## config.mk

```make
export PLATFORM = sky130hd
export DESIGN_NAME = rx_bit_timer
export DESIGN_NICKNAME = d
export VERILOG_FILES = /design/src/rtl/rx_bit_timer.sv
export SDC_FILE = /design/constraint.sdc
export NUM_CORES = 1
export LEC_CHECK = 0
export CORE_UTILIZATION = 60
export DETAILED_ROUTE_END_ITERATION = 8
export DONT_BUFFER_PORTS = 1
export PLACE_DENSITY = 0.84
export SLEW_MARGIN = 20
export SYNTH_ARGS = -nofsm -noshare
export SYNTH_HDL_FRONTEND = slang
export SYNTH_SLANG_ARGS = --single-unit
```

## constraint.sdc

```tcl
create_clock -name clk -period 1.9 [get_ports clk]
set_input_delay 0.095 -clock clk [delete_from_list [all_inputs] [get_ports clk]]
set_output_delay 0.095 -clock clk [all_outputs]
set_load 0.005 [all_outputs]
```

## src/rtl/rx_bit_timer.sv

```systemverilog
// rx_bit_timer: after an accepted start, issues one shift strobe per bit period
// for a latched number of bits, then a one-cycle frame_done pulse.
module rx_bit_timer #(
   parameter int CNT_WIDTH = 4,
   parameter int BIT_WIDTH = 4
) (
   input  logic                 clk,
   input  logic                 rst,
   input  logic                 start,
   input  logic                 abort,
   input  logic [CNT_WIDTH-1:0] bit_period,
   input  logic [BIT_WIDTH-1:0] frame_bits,
   output logic                 shift_strobe,
   output logic                 frame_done,
   output logic                 busy,
   output logic [BIT_WIDTH-1:0] bit_index
);
   localparam logic [1:0] IDLE = 2'd0;
   localparam logic [1:0] RUN  = 2'd1;
   localparam logic [1:0] DONE = 2'd2;
   localparam logic [CNT_WIDTH-1:0] CNT_ONE = 1;
   localparam logic [BIT_WIDTH-1:0] BIT_ONE = 1;
   logic [1:0]           state;
   logic [CNT_WIDTH-1:0] cyc_cnt, period_q;
   logic [BIT_WIDTH-1:0] bit_cnt, bits_q;
   logic                 strobe;
   assign strobe       = state == RUN && cyc_cnt == period_q - CNT_ONE;
   assign shift_strobe = strobe;
   assign frame_done   = state == DONE;
   assign busy         = state == RUN || state == DONE;
   assign bit_index    = bit_cnt;
   // abort blocks a same-cycle start so an abort/start pair never launches a frame
   always_ff @(posedge clk) begin
      if (rst) begin
         state    <= IDLE;
         cyc_cnt  <= '0;
         bit_cnt  <= '0;
         period_q <= '0;
         bits_q   <= '0;
      end else if (state != IDLE && abort) begin
         state   <= IDLE;
         cyc_cnt <= '0;
         bit_cnt <= '0;
      end else if (state == IDLE) begin
         if (start && !abort) begin
            period_q <= bit_period == '0 ? CNT_ONE : bit_period;
            bits_q   <= frame_bits == '0 ? BIT_ONE : frame_bits;
            cyc_cnt  <= '0;
            bit_cnt  <= '0;
            state    <= RUN;
         end
      end else if (state == RUN) begin
         if (strobe) begin
            cyc_cnt <= '0;
            bit_cnt <= bit_cnt + BIT_ONE;
            if (bit_cnt == bits_q - BIT_ONE) state <= DONE;
         end else begin
            cyc_cnt <= cyc_cnt + CNT_ONE;
         end
      end else begin
         state <= IDLE;
      end
   end
endmodule
```

# ---- Word-level counts from Yosys, hierarchy flattened
# Cells that the tools add are included.
dict set report totals {
  reg_bits 18
  latch_bits 0
  ram_bits 0
  mem_bits_ro 0
  in_bits 12
  output_inout_bits 7
  word_cells 47
  n_memories 0
}
dict set report classes {
  add_sub_neg 4
  n_mul 0
  div_mod_pow 0
  magnitude_cmp 0
  n_eq_ne 7
  shift 0
  muxes 14
  bitwise 1
  reduce_logical 16
}
# operator count
set op_table {}
lappend op_table {{4-bit two-way mux} 9}
lappend op_table {{2-bit two-way mux} 5}
lappend op_table {{3-bit AND reduction} 3}
lappend op_table {{4-bit by 1-bit adder with 4-bit output (second input constant)} 2}
lappend op_table {{4-bit equality test} 2}
lappend op_table {{4-bit logical NOT} 2}
lappend op_table {{4-bit by 1-bit subtractor with 4-bit output (second input constant)} 2}
lappend op_table {{2-bit nonzero test} 3}
lappend op_table {{1-bit logical AND} 3}
lappend op_table {{3-bit by 1-bit inequality test with 1-bit output (second input constant)} 1}
lappend op_table {{3-bit by 2-bit inequality test with 1-bit output (second input constant)} 1}
lappend op_table {{2-bit by 1-bit equality test with 1-bit output (second input constant)} 1}
lappend op_table {{2-bit equality test (second input constant)} 1}
lappend op_table {{2-bit logical NOT} 1}
lappend op_table {{2-bit by 1-bit inequality test with 1-bit output (second input constant)} 1}
lappend op_table {{2-bit AND reduction} 1}
lappend op_table {{2-bit OR reduction} 1}
lappend op_table {{1-bit logical NOT} 1}
lappend op_table {{1-bit logical OR} 1}
lappend op_table {{1-bit NOT} 1}

# ---- Logic depth before layout (Yosys ltp)
# Gate-level depths: netlist of the first run.
dict set report depth {
  ltp_word 6
  ltp_mapped 7
  depth_no_buf 6
}

# ---- Worst setup path after synthesis of the first run
# OpenSTA, ideal clock, no wires.
dict set report synth_path {
  path_kind {reg-to-reg}
  start {reg state[0]}
  end {reg bit_cnt[0], in the netlist bit_index[0]}
  setup_time_ps 129
  t_arrival_ps 1491
  t_required_ps 1771
  path_slack_ps 280
  stages_incl_launch_ff 8
  n_path_buf 1
  period_less_slack_ps 1620
  cell_sequence {dfxtp_1 -> inv_1 -> ha_1 -> nor2b_1 -> clkbuf_1 -> inv_1 -> o31ai_4 -> mux2i_1}
}
dict set report synth_between {
  elab_chain_len 4
  word_cells_on_any_way 11
  classes_between {2 x eq/ne; 1 x mux; 8 x reduce/logical}
}
# element line_no
set synth_lines {}
lappend synth_lines {{from (decl)} 23} ;# logic [1:0] state;
lappend synth_lines {{from (signal assigned)} 35} ;# state <= IDLE;
lappend synth_lines {{from (signal assigned)} 41} ;# state <= IDLE;
lappend synth_lines {{from (signal assigned)} 50} ;# state <= RUN;
lappend synth_lines {{2-bit by 1-bit equality test with 1-bit output} {27, 52}}
lappend synth_lines {{1-bit logical AND} 27} ;# assign strobe = state == RUN && cyc_cnt == period_q - CNT_ONE;
lappend synth_lines {{2-bit nonzero test (no source line)} --}
lappend synth_lines {{3-bit AND reduction (no source line)} --}
lappend synth_lines {{to (signal assigned)} 55} ;# bit_cnt <= bit_cnt + BIT_ONE;
lappend synth_lines {{to (decl)} 25} ;# logic [BIT_WIDTH-1:0] bit_cnt, bits_q;
# Parallel ways exist; a longest one is shown, timed or not.
# A chain may end at the register's enable or synchronous reset.

# ---- Final worst setup path of the first run
dict set report layout_path {
  start {reg state[1]}
  end {reg bits_q[1]}
}
dict set report layout_between {
  elab_chain_len 4
  word_cells_on_any_way 5
  classes_between {1 x bitwise; 4 x reduce/logical}
}
# element line_no
set layout_lines {}
lappend layout_lines {{2-bit nonzero test} 40} ;# end else if (state != IDLE && abort) begin
lappend layout_lines {{1-bit logical AND} 40}
lappend layout_lines {{1-bit NOT (no source line)} --}
lappend layout_lines {{3-bit AND reduction (no source line) *} --}
lappend layout_lines {{to (signal assigned)} 47} ;# bits_q <= frame_bits == '0 ? BIT_ONE : frame_bits;
lappend layout_lines {{to (decl)} 25}
# Mark *: on every way between the ends. The rest lies on a longest branch, timed or not.

==> impl_results.md, run 1 <==
- Finished Core Util: 0.737
- Max VDD drop: just under 600 uV
- Library cell with the largest summed area after synthesis: dfxtp_1
- Outcome: completed
- Vias in the first global route: 871
- Clock latency reported for the late side of the worst-skew pair: 0.30 ns
- Slew Viols, Final: 0
- Series of cell instances along the critical path: inv_1 > ha_1 > inv_1 > or2_4 > nand2_1 > a21oi_1 > dlygate4sd3_1
- CP endpoint kind: flop
- Total number of H-tree levels: 1
- Average size of a mapped cell: 8.55 um^2
- Number of fill cells: 154
- Vert. Die Dim: 44.9 um
- WHS: 0.0300 ns
- Clock transition at path regs: 0.11 ns
- Maximum count of clock buffers along a single path: 2
- Post-synthesis compound-gate area fraction: 0.132
- Power per cell area: ~700 nW/um^2
- Biggest area contributors in the synthesized netlist: dfxtp_1 33%, ha_1 9.1%, xor2_1 6.3%
- Worst slew margin relative to its limit: 0.622
- Unique masters post-synth: 31
- Area after DPL: 1130 um^2
- Post-layout nets: 160
- Half-perimeter wire length after detailed placement: 1780 um
- GRT Overall Usage: 0.258
- Chip Width: 44.9 um
- Pin count of the biggest net entering global routing: 12
- Top library cells by usage in the layout, fill and taps aside: 18 x nand2_1, 18 x dfxtp_1, 9 x inv_1
- Root buffer cell: clkbuf_4
- Starting density of the core: 0.639
- Number of storage elements in the synthesis netlist: 18
- Worst EP required: ~2.1 ns
- Portion of netlist area occupied by mux cells: 0.0363
- Critical path type: flop to flop
- Kind of cell adding the most delay to the critical path: buffers and inverters
- Buffers & Inverters on Critical Path: 3
- Std-Cell Core Area: 1730 um^2
- Post-synth top area share: 0.327
- LEAKAGE: 0.489 nW
- Synth Area in Simple Gates: 0.243
- DRC violation count after routing: 0
- Clock sink total: 18
- Initial antenna violation count: 0
- Number of antenna-violating nets in the routed design: 0
- Register area: 360 um^2
- Wire length reported by the detailed router: 2320 um
- Total die area: a little over 2000 um^2
- Number of violations of the max-capacitance limit: 0
- Setup TNS Final: 0 ns
- Peak Freq: around 560 MHz
- CTS tree: built
- Share of synthesized area occupied by flip-flops and latches: 0.327
- Number of buffers added on ports: 0
- Data arrival time of the critical path: 1.99 ns
- Share of post-route cells with drive strength above 1: 0.0935
- Shortest clock period the worst path allows after layout: 1.80 ns
- Yosys warning count: 0
- Post-synthesis cell area: 1100 um^2
- CTS buffer count: 3
- Largest stage delay on the critical path: 0.57 ns
- Combinational family with the most area after synthesis: simple AND/OR/NAND/NOR gates
- Most frequent cell on the critical path: inv_1
- Startpoint class of the critical path: flop
- Part of the cycle the worst path needs: 0.946
- I/O pin total: 19
- Maximum clock skew at final layout: between 0.005 and 0.006 ns
- Placement row count: 15
- Overall via count from detail_route: 934
- Critical-path maximum fanout: 10
- Per-cell routed wire length: roughly 14 um
- Vias per cell: 5.70
- Area of the multi-input gates: 713 um^2
- Final Hold Vio Count: 0
- Synthesized-area fraction occupied by adder cells: 0.0907
- Crit-path slowest cell: dlygate4sd3_1
- Number of endpoints failing setup at the final stage: 0
- Syn nets: 149
- Unrepaired setup endpoints after global routing: false
- Global-route wire length before repair: 3750 um
- Classification of the worst-slack hold path: primary input to flop
- Initial DRC Count: 20
- Synthesized instance count: 129
- Post-synthesis share of cell area spent on xor and xnor gates: 0.132
- R2r setup slk: 0.10 ns
- Global placer's final weighted congestion: 0.896
- Remaining global-route overflow: 0
- Length of the first detailed-routing pass in iterations: 4
- Area added between synthesis and finish: 15.3%
- Pin slew with the least headroom to its limit: 0.563 ns
- Post-route cell area: 1270 um^2
- Final antenna diode count: 0
## repair_timing
action / 4_1_cts / 5_1_grt
buffers inserted: 0 / 1
hold buffers: 7 / 0
hold endpoints to repair: 13 / 0
resized for setup: 0 / 4
endpoints found under the setup margin: 0 / 8
## synthesized netlist by cell type (all sizes together)
cell type	n
o31ai	1
inv	9
mux2i	4
and3	1
nand3	2
a21oi	8
and3b	1
o22ai	1
a311oi	3
o2111ai	1
and4b	1
clkbuf	3
xor2	8
dfxtp	18
xnor2	6
nand2	18
xnor3	1
o21a	1
nor2b	3
nand4	3
nand2b	3
o21ai	1
nor2	8
nor4	1
or2	1
o21bai	1
ha	8
nor3	10
a211oi	3
## layer usage
layer,part of all wire,vias to the layer above,GRT usage
li1,-,470,-
met1,0.41,435,0.311
met2,0.51,25,0.444
met3,0.065,4,0.0720
met4,0.014,0,0.0848
met5,0,-,0
## worst min-delay path, stage by stage
cell and delay, ns:
nor2_1 0.05, nand2_1 0.07, mux2i_1 0.06
## report_power, final
part	leakage [nW]	switching [mW]	internal, mW
registers	0.146	0.0219	0.399
logic	0.322	0.146	0.111
clock network	0.0210	0.121	0.117
## area by class of cell
cell class / count / area share
tap: 25 / 0.0246
inverter: 9 / 0.0265
sequential: 18 / 0.283
multi-input combinational: 99 / 0.560
clock buffer: 4 / 0.0285
timing repair buffer: 9 / 0.0767
## metrics by stage
| stage | total power, mW | instances | worst slack, ns |
|---|---|---|---|
| 3_3_place_gp | 0.636 | 152 | 0.232 |
| 5_1_grt | 0.965 | 164 | 0.00572 |
| 4_1_cts | 0.897 | 163 | 0.0180 |
| 2_1_floorplan | 0.608 | 129 | 0.280 |
| 3_5_place_dp | 0.646 | 152 | 0.126 |
| 6_report | 0.916 | 164 | 0.103 |
## final timing paths
path / from / endpoint / depth (start not counted)
setup / recovery: state[1] / bits_q[1] / 7
hold / removal: rst / bit_index[1] / 3
setup reg to reg: state[1] / bits_q[1] / 7
hold reg to reg: bits_q[3] / bits_q[3] / 2
## cell families after synthesis
logic type | after synthesis
DFF | 18
adders and majority gates | 8
xor gates and xnor gates | 15
AOI/OAI and AO/OA | 20
muxes | 4
buffers and inverters | 12
and+or+nand+nor | 52
## state kept, by name, summed over array words and instances (netlist names)
register   flops
bits_q         4
bit_index      4
state          2
cyc_cnt        4
period_q       4
Power figures use the tool's default switching activity.
==> run 2: changes to the inputs <==
--- a/config.mk
+++ b/config.mk
@@ -5,6 +5,7 @@
 export SDC_FILE = /design/constraint.sdc
 export NUM_CORES = 1
 export LEC_CHECK = 0
+export ABC_AREA = 1
 export CORE_UTILIZATION = 60
 export DETAILED_ROUTE_END_ITERATION = 8
 export DONT_BUFFER_PORTS = 1
==> impl_results.md, run 2 <==
- Outcome: completed
- Global-route wire length before repair: 4080 um (+8.8%)
- Peak Freq: 576 MHz (+3.5%)
- Synthesized instance count: 168 (+30%)
- Root buffer cell: clkbuf_4
- Number of storage elements in the synthesis netlist: 18 (unchanged)
- Number of fill cells: 141 (-8.4%)
- Post-route cell area: 1210 um^2 (-4.6%)
- Top cells by count, synth: 45 x nand2_1, 28 x inv_1, 18 x dfxtp_1, 14 x a21oi_1, 14 x nand3_1
- Non-filler instance count after layout: 199 (+21%)
- Max VDD drop: 693 uV (+18%)
- Total number of H-tree levels: 1 (unchanged)
- Unrepaired setup endpoints after global routing: false
- Placed Cells: 192 (+26%)
- WL met2: 1260 um (+7.1%)
- Wire length reported by the detailed router: 2460 um (+5.9%)
- Post-synth top area share: 0.321 (-0.00510)
- Post-layout nets: 195 (+22%)
- Per-cell routed wire length: 12.4 um (-13%)
- Fraction of synthesis flops using an asynchronous set or reset pin: 0 (unchanged)
- Setup TNS Final: 0 ns (unchanged)
- Placement row count: 15 (unchanged)
- Final antenna diode count: 0 (unchanged)
- I/O pin total: 19 (unchanged)
- Clock transition at path regs: 0.10 ns (about the same)
- Vias in the first global route: 971 (+11%)
- Met3 routed WL: 79 um (-48%)
- Pin slew with the least headroom to its limit: 0.492 ns (-0.0706 ns)
- Top routing layer used: met4
- DRC violation count after routing: 0 (unchanged)
- FF-to-FF Start: bits_q[0]
- Overall via count from detail_route: 1063 (+14%)
- Shortest clock period the worst path allows after layout: 1.74 ns (-0.0611 ns)
- Area added between synthesis and finish: 8.26%
- Power per cell area: 1040 nW/um^2 (+44%)
- Average size of a mapped cell: 6.67 um^2 (-22%)
- Std-Cell Core Area: 1750 um^2 (+1.1%)
- Area after DPL: 1150 um^2 (+1.4%)
- Top library cells by usage in the layout, fill and taps aside: 45 x nand2_1, 28 x inv_1, 18 x dfxtp_1, 14 x nand3_1, 14 x a21oi_1
- Share of synthesized area occupied by flip-flops and latches: 0.321 (-0.00510)
- Half-perimeter wire length after detailed placement: 1750 um (-1.7%)
- Part of the cycle the worst path needs: 0.914 (-0.0322)
- Remaining global-route overflow: 0 (unchanged)
- CTS tree: built
- Hold Startpoint: frame_bits[1]
- Starting density of the core: 0.642 (+0.00316)
- Worst EP required: 1.80 ns (-0.29 ns)
- Length of the first detailed-routing pass in iterations: 4 (unchanged)
- Worst slew margin relative to its limit: 0.671 (+0.0489)
- Number of buffers added on ports: 0 (unchanged)
- WHS: 0.00460 ns (-0.0254 ns)
- Post-synthesis cell area: 1120 um^2 (+1.6%)
- Number of endpoints failing setup at the final stage: 0 (unchanged)
- GRT Overall Usage: 0.276 (+0.0171)
- CP endpoint kind: output port
- Critical path type: flop to output port
- # resized after CTS: 0 (unchanged)
- Number of enable-type register cells in the synthesized netlist: 0 (unchanged)
- Total die area: 2050 um^2 (+1.5%)
- Slew Viols, Final: 0 (unchanged)
- Clock latency reported for the late side of the worst-skew pair: 0.30 ns (about the same)
- Data arrival time of the critical path: 1.64 ns (-0.35 ns)
- CTS buffer count: 3 (unchanged)
- Final Hold Vio Count: 0 (unchanged)
- Worst r2r dst: state[0]
- End point of the worst hold path: bits_q[1]
- Critical-path maximum fanout: 3 (-7)
- Startpoint class of the critical path: flop
- Maximum count of clock buffers along a single path: 2 (unchanged)
- Maximum clock skew at final layout: 0.00681 ns (+0.00157 ns)
- Met1 WL: 1070 um (+12%)
- Global placer's final weighted congestion: 0.761 (-15%)
- Initial antenna violation count: 0 (unchanged)
- Most used flip-flop cell after synthesis: dfxtp_1
- Hold Crit Depth: 2 (-1)
- R2R cell count: 13 (+6)
- Number of antenna-violating nets in the routed design: 0 (unchanged)
- Number of violations of the max-capacitance limit: 0 (unchanged)
- Vias per cell: 5.34 (-6.2%)
- Clock sink total: 18 (unchanged)
- Vert. Die Dim: 45.2 um (+0.76%)
- Classification of the worst-slack hold path: primary input to flop
- Syn nets: 188 (+26%)
- Count leader, synth: nand2_1
- Initial DRC Count: 28 (+40%)
- Setup Fix Bufs, Post-CTS: 0 (unchanged)
- Pin count of the biggest net entering global routing: 15 (+3)
- Leading cell type in the layout, fill and taps excluded: nand2_1
- Biggest area contributors in the synthesized netlist: dfxtp_1 32%, nand2_1 15%, inv_1 9.4%
- R2r setup slk: 0.22 ns (+0.12 ns)
- Share of post-route cells with drive strength above 1: 0.0805 (-0.0131)
- Yosys warning count: 0 (unchanged)
- LEAKAGE: 0.578 nW (+18%)
- Chip Width: 45.2 um (+0.76%)
- Unique masters post-synth: 20 (-35%)
- Library cell with the largest summed area after synthesis: dfxtp_1
## run 2: changes by cell type after synthesis, moves of 4 or more
cell / before / now
nand2_1: 18 / 45
xor2_1: 8 / 4
mux2i_1: 4 / 0
a21oi_1: 8 / 14
nand3_1: 2 / 14
xnor2_1: 6 / 1
inv_1: 9 / 28
nor3_1: 8 / 0
nor2_1: 8 / 13
o21ai_0: 1 / 9
## run 2: how the worst max path moves through the flow
stage | from | endpoint | slack, ns
after floorplan | period_q[0] | cyc_cnt[0] | 0.42
after global placement | period_q[0] | cyc_cnt[2] | 0.36
after detailed placement | period_q[0] | cyc_cnt[3] | 0.28
after CTS | period_q[0] | shift_strobe | 0.18
after global routing | period_q[0] | shift_strobe | 0.02
final | period_q[0] | shift_strobe | 0.16
## run 2: metrics by stage
stage	worst slack, ns	total power [mW]	utilization
3_5_place_dp	0.276	0.996	0.657
2_1_floorplan	0.423	0.907	-
3_3_place_gp	0.356	0.975	0.657
5_1_grt	0.0192	1.36	0.695
4_1_cts	0.177	1.24	0.695
6_report	0.164	1.26	0.695
## run 2: kinds of logic after synthesis
logic type / synth area share
fa+ha+maj: 0.0893
simple gates: 0.317
buf+inv: 0.108
compound gates: 0.125
xor+xnor: 0.0391
flops: 0.321
## run 2: critical path: stages (launching register included)
cell,delay (ns)
dfxtp_1,0.40
inv_1,0.07
ha_1,0.30
xor2_1,0.14
nand2_1,0.10
nor2_4,0.13
nand3_1,0.11
inv_1,0.09
## run 2: layout make-up
cell class | count | area [um^2] | share of cell area
clock buffer | 4 | 36.3 | 0.0299
sequential | 18 | 360 | 0.297
multi-input combinational | 118 | 639 | 0.527
inverter | 31 | 116 | 0.0959
timing repair buffer | 3 | 30.0 | 0.0247
tap | 25 | 31.3 | 0.0258
## run 2: routing by layer
layer	vias up	track usage
li1	540	-
met5	-	0
met1	495	0.317
met2	21	0.504
met3	7	0.0440
met4	0	0.103
## run 2: power by group
group / leakage (nW) / internal, mW / switching (mW)
sequential: 0.147 / 0.436 / 0.0440
clock: 0.0210 / 0.117 / 0.122
combinational: 0.411 / 0.184 / 0.354
## run 2: what timing repair did
action,CTS,global route
hold buffers,3,0
endpoints found under the hold margin,9,0
setup endpoints to repair,0,0
